===== src/rtl/lmem_seq_pkg.sv =====
// Shared definitions for the layered-memory read/write-back sequencer.
// Holds the FSM state encoding, code geometry constants and parameter defaults.
// Build option: LMEM_SEQ_EARLY_STOP_EN enables parity-based early termination.
package lmem_seq_pkg;

  // Code geometry: circulant size, block columns, weight per block
  localparam int P          = 26;
  localparam int Nb         = 16;
  localparam int Wt         = 2;
  localparam int CODE_BITS  = 511;

  // One read per circulant-sized slice of the codeword, rounded up
  localparam int NCYC_DEF         = (CODE_BITS + P - 1) / P;
  localparam int LAT_DEF          = 6;
  localparam int ADDRESSWIDTH_DEF = 5;

  typedef enum logic [2:0] {
    ST_IDLE  = 3'd0,
    ST_READ  = 3'd1,
    ST_DRAIN = 3'd2,
    ST_CHECK = 3'd3,
    ST_DONE  = 3'd4
  } state_t;

endpackage


===== src/rtl/lmem_seq_ctrl_delay.sv =====
// Fixed-depth 1-bit delay line turning read strobes into write-back strobes.
// Latency: exactly LAT cycles from i_din to o_dout; no backpressure.
// o_empty is high when no strobe is in flight; i_clr empties it synchronously.
module lmem_seq_delay #(
  parameter int LAT = 6
) (
  input  logic clk,
  input  logic i_clr,
  input  logic i_din,
  output logic o_dout,
  output logic o_empty
);

  logic [LAT-1:0] r_sr;

  // Shift strobes toward the output stage; clear drops anything in flight
  always_ff @(posedge clk) begin
    if (i_clr) begin
      r_sr <= '0;
    end else begin
      r_sr[0] <= i_din;
      for (int i = 1; i < LAT; i++) begin
        r_sr[i] <= r_sr[i-1];
      end
    end
  end

  assign o_dout  = r_sr[LAT-1];
  assign o_empty = ~|r_sr;

endmodule


===== src/rtl/lmem_seq_ctrl.sv =====
// Iterative decoder memory sequencer: per pass, NCYC reads then LAT-delayed write-backs.
// Latency: first read the cycle after start; each write-back LAT cycles after its read.
// No backpressure; start is only honoured in IDLE. Option: LMEM_SEQ_EARLY_STOP_EN.
module lmem_seq_ctrl
  import lmem_seq_pkg::*;
#(
  parameter int ADDRESSWIDTH = ADDRESSWIDTH_DEF,
  parameter int NCYC         = NCYC_DEF,
  parameter int LAT          = LAT_DEF,
  parameter int ITERWIDTH    = 5
) (
  input  logic                    clk,
  input  logic                    rst,
  input  logic                    start_regin,
  input  logic [ITERWIDTH-1:0]    iter_limit_regin,
  input  logic                    early_stop_regin,
  output logic                    rd_en_regout,
  output logic [ADDRESSWIDTH-1:0] rd_address_regout,
  output logic                    wr_en_regout,
  output logic                    feedback_en_regout,
  output logic                    busy_regout,
  output logic                    done_regout,
  output logic [ITERWIDTH-1:0]    iter_count_regout
);

`ifdef LMEM_SEQ_EARLY_STOP_EN
  localparam logic EARLY_EN = 1'b1;
`else
  localparam logic EARLY_EN = 1'b0;
`endif

  localparam logic [ADDRESSWIDTH-1:0] LAST_ADDR = ADDRESSWIDTH'(NCYC - 1);
  localparam logic [ITERWIDTH-1:0]    ITER_MAX  = '1;

  state_t               r_state;
  logic [ITERWIDTH-1:0] r_limit;

  logic                 w_dl_empty;
  logic [ITERWIDTH-1:0] w_iter_next;
  logic                 w_stop;

  // Write-back strobe is the read strobe replayed LAT cycles later
  lmem_seq_delay #(
    .LAT (LAT)
  ) u_delay (
    .clk     (clk),
    .i_clr   (rst),
    .i_din   (rd_en_regout),
    .o_dout  (wr_en_regout),
    .o_empty (w_dl_empty)
  );

  // Saturating pass count; a zero limit is promoted to 1 so the limit is always hit first
  assign w_iter_next = (iter_count_regout == ITER_MAX) ? iter_count_regout
                                                        : iter_count_regout + ITERWIDTH'(1);
  assign w_stop      = (w_iter_next == r_limit) | (EARLY_EN & early_stop_regin);

  // Pass sequencer: READ issues addresses, DRAIN waits out in-flight write-backs, CHECK decides
  always_ff @(posedge clk) begin
    if (rst) begin
      r_state            <= ST_IDLE;
      r_limit            <= '0;
      rd_en_regout       <= 1'b0;
      rd_address_regout  <= '0;
      feedback_en_regout <= 1'b0;
      busy_regout        <= 1'b0;
      done_regout        <= 1'b0;
      iter_count_regout  <= '0;
    end else begin
      done_regout <= 1'b0;
      case (r_state)
        ST_IDLE: begin
          if (start_regin) begin
            r_state            <= ST_READ;
            r_limit            <= (iter_limit_regin == '0) ? ITERWIDTH'(1) : iter_limit_regin;
            rd_en_regout       <= 1'b1;
            rd_address_regout  <= '0;
            feedback_en_regout <= 1'b0;
            busy_regout        <= 1'b1;
            iter_count_regout  <= '0;
          end
        end
        ST_READ: begin
          if (rd_address_regout == LAST_ADDR) begin
            r_state           <= ST_DRAIN;
            rd_en_regout      <= 1'b0;
            rd_address_regout <= '0;
          end else begin
            rd_address_regout <= rd_address_regout + ADDRESSWIDTH'(1);
          end
        end
        ST_DRAIN: begin
          if (w_dl_empty) begin
            r_state <= ST_CHECK;
          end
        end
        ST_CHECK: begin
          iter_count_regout <= w_iter_next;
          if (w_stop) begin
            r_state     <= ST_DONE;
            done_regout <= 1'b1;
          end else begin
            r_state            <= ST_READ;
            rd_en_regout       <= 1'b1;
            rd_address_regout  <= '0;
            feedback_en_regout <= 1'b1;
          end
        end
        ST_DONE: begin
          r_state     <= ST_IDLE;
          busy_regout <= 1'b0;
        end
        default: begin
          r_state      <= ST_IDLE;
          rd_en_regout <= 1'b0;
          busy_regout  <= 1'b0;
        end
      endcase
    end
  end

endmodule


===== config.mk =====
export PLATFORM = sky130hd
export DESIGN_NAME = lmem_seq_ctrl
export DESIGN_NICKNAME = d
export VERILOG_FILES = /design/src/rtl/lmem_seq_pkg.sv /design/src/rtl/lmem_seq_ctrl_delay.sv /design/src/rtl/lmem_seq_ctrl.sv
export SDC_FILE = /design/constraint.sdc
export NUM_CORES = 1
export LEC_CHECK = 0
export ABC_CLOCK_PERIOD_IN_PS = 5100
export CAP_MARGIN = 20
export CORE_ASPECT_RATIO = 0.75
export CORE_MARGIN = 10
export CORE_UTILIZATION = 50
export DETAILED_ROUTE_END_ITERATION = 10
export GPL_TIMING_DRIVEN = 1
export HOLD_SLACK_MARGIN = 0.08
export PLACE_DENSITY = 0.76
export SYNTH_ARGS = -nofsm -noshare
export SYNTH_HDL_FRONTEND = slang
export SYNTH_SLANG_ARGS = --single-unit

===== constraint.sdc =====
create_clock -name clk -period 5.1 [get_ports clk]
set_input_delay 0.51 -clock clk [delete_from_list [all_inputs] [get_ports clk]]
set_output_delay 0.51 -clock clk [all_outputs]
set_load 0.02 [all_outputs]

==> summary.txt <==
Global route
  – Tot GR Track Use: 0.1206
  – Largest net degree at the start of global routing: 30
  – Initial antenna violation count: 0
  – First-pass GRT wire length: 5313 µm
  – Total global routing overflow: 0
  – Vias in the first global route: 1145

Final layout
  – Area grow syn2layout: 17.77%
  – Finished Cell Area: 0.001667 mm²
  – Number of fill cells: 235
  – Layout cell share with drive strength beyond 1: 0.05291
  – Number of nets in the layout: 201
  – N_diodes: 0
  – Multi-input gate area: 782.0 µm²
  – Sequential Area: 560.5 µm²

Clock tree
  – Reg clk slew, reported paths: 0.09 ns
  – CTS tree: done
  – Post-CTS Hold Buffers: 0
  – Bufs on Longest Clock Path: 2
  – Worst skew pair latency: 0.27 ns
  – Root Driver: clkbuf_8
  – Clk sinks: 28
  – Setup bufs post-CTS: 0
  – H-tree depth: 1
  – CTS resizes: 0
  – Num CTS Buffers: 3

Setup path
  – Crit path max fanout: 11
  – Critical Path RT: 5.26 ns
  – RR Startpoint: iter_count_regout[0]$_SDFFE_PP0P_
  – WP data arrival: 2.65 ns
  – Setup crit end kind: register
  – R2r setup slk: 2.61 ns
  – Path type of the worst setup path: register to register
  – Worst R2R Path Depth: 6
  – CP Launch Type: register
  – R2r endpoint: rd_address_regout[0]$_SDFFE_PP0P_

STA
  – Fin crit period: 2.489 ns
  – RSZ-0062 raised after global routing: false
  – Hold slack: 0.4606 ns
  – Final setup vio count: 0
  – Worst-margin pin slew: 1.025 ns
  – Max-slew violation count: 0
  – Clk_skew: 0.005178 ns
  – Hold Violations, Final: 0
  – Final setup margin: 2.611 ns
  – Period utilization: 0.4880
  – Achievable Freq: 401.8 MHz
  – Fin Setup TNS: 0 ns
  – Relative slew slack: 0.3147

Synthesis
  – Mapped Cells: 175
  – Syn Nets: 186
  – Count leader, synth: dfxtp_1
  – Yosys reg bits: 28
  – Synth Flop Type: dfxtp_1
  – Async SR Flop Fraction: 0
  – Synth top area cells: dfxtp_1, a21oi_1, nand2_1, nand2b_1, nor2_1
  – Seq/Total Area, Yosys: 0.3961
  – Library cells used by synthesis: 42
  – EDFF count, synth: 0
  – Top cells by count, synth: dfxtp_1, a21oi_1, nand2_1
  – Ys Warns: 0
  – Cell Area, Synth: 0.001415 mm²
  – Yosys top cell area share: 0.3961
  – Leading area contributor after synthesis: dfxtp_1
  – Syn avg cell area: 8.086 µm²

Floorplan
  – Die area: 0.005380 mm²
  – Die Ht: 66.07 µm
  – # IOs: 24
  – Die Span X: 81.43 µm
  – Initial Util: 0.5315
  – Row count: 16
  – Core area: 0.002663 mm²

Route
  – Detail Route Antenna Nets: 0
  – Drt total wl: 3246 µm
  – DRC Markers: 0
  – Total number of vias: 1305
  – Drt initial violations: 93
  – Via-per-instance ratio: 5.800
  – WL per Instance: 14.43 µm
  – DRT Pass-1 Iters: 4

Run status
  – Status: finished, final reports clean

Min path
  – Hold path depth: 2
  – Worst Hold Class: register to register
  – Hold Crit Start: feedback_en_regout$_SDFFE_PP0P_
  – WHS Endpoint: feedback_en_regout$_SDFFE_PP0P_

Placement
  – HPWL Detailed: 2293 µm
  – Final Wtd Congestion: 0.9098
  – PortBufs: 22
  – Place WS: 2.701 ns
  – Cell Area, Placed: 0.001612 mm²

Power and ir drop
  – P_leak: 0.5836 nW
  – Worst vdd ir: 0.1712 mV
  – Pwr dens: 249.8 mW/mm²

Run
  – Max cap viols: 0
## worst max-delay path: stages, from the launching register on
cell and delay [ns]:
dfxtp_1 0.45, ha_1 0.40, nand4_1 0.24, a2111oi_0 0.44, and3_1 0.38, nand3_2 0.16
a311oi_1 0.32
## layer usage
layer / global-route usage / routed length (µm) / vias to the layer above
li1: - / - / 654
met1: 0.1504 / 1542 / 610
met2: 0.1900 / 1440 / 39
met3: 0.05299 / 254 / 2
met4: 0.01940 / 9 / 0
met5: 0 / 0 / -
## flip-flops by register name (all words and copies together) (netlist names)
register            flops
feedback_en_regout      1
u_delay.r_sr            6
done_regout             1
r_state                 3
rd_address_regout       5
rd_en_regout            1
r_limit                 5
iter_count_regout       5
busy_regout             1
## cell type report
cell class / count / area share
clock buffers: 4 / 0.03303
inverters: 1 / 0.002252
repair buffers: 22 / 0.1321
multi-input cells: 134 / 0.4692
well taps: 36 / 0.02703
flip-flops and latches: 28 / 0.3363
## worst max path at each step
stage,startpoint,end
final,iter_count_regout[0]$_SDFFE_PP0P_,rd_address_regout[0]$_SDFFE_PP0P_
after global routing,iter_count_regout[0]$_SDFFE_PP0P_,rd_address_regout[0]$_SDFFE_PP0P_
after CTS,iter_count_regout[0]$_SDFFE_PP0P_,rd_address_regout[0]$_SDFFE_PP0P_
after detailed placement,iter_count_regout[0]$_SDFFE_PP0P_,rd_address_regout[0]$_SDFFE_PP0P_
after global placement,iter_count_regout[0]$_SDFFE_PP0P_,rd_address_regout[0]$_SDFFE_PP0P_
after floorplan,iter_count_regout[0]$_SDFFE_PP0P_,rd_address_regout[0]$_SDFFE_PP0P_
## cells by family after synthesis
family / share of synthesized area
compound gates: 0.1848
xor+xnor: 0.01857
fa+ha+maj: 0.01768
buf+inv: 0.05127
flops: 0.3961
mux: 0.01503
simple gates: 0.3165
## power breakdown
part            total, W  internal, W  switching [W]
registers       0.000233     0.000226     0.00000701
clock network   0.000135    0.0000691      0.0000657
logic          0.0000490    0.0000222      0.0000268
total           0.000416     0.000317      0.0000996
## cells in the final DEF (no fill, tap or decap), drive strengths merged, types with 2 or more instances in the layout
| master | n |
|---|---|
| nand3b | 2 |
| a21oi | 23 |
| nand2b | 9 |
| ha | 2 |
| o21ai | 7 |
| dfxtp | 28 |
| nor2 | 14 |
| a211oi | 3 |
| nand3 | 9 |
| and2 | 2 |
| a2111oi | 2 |
| nand2 | 19 |
| nand4 | 5 |
| o22ai | 3 |
| clkdlybuf4s50 | 22 |
| and3 | 6 |
| nor2b | 8 |
| xnor2 | 2 |
| nor3 | 4 |
| clkbuf | 4 |
## metrics by stage
stage | utilization | std cells | total power, W
after detailed placement | 0.6053 | 221 | 0.0002863
after global routing | 0.6259 | 225 | 0.0004347
final | 0.6259 | 225 | 0.0004164
after CTS | 0.6259 | 225 | 0.0004202
after floorplan | - | 175 | 0.0002695
after global placement | 0.6053 | 221 | 0.0002846
(Power assumes the default switching activity.)
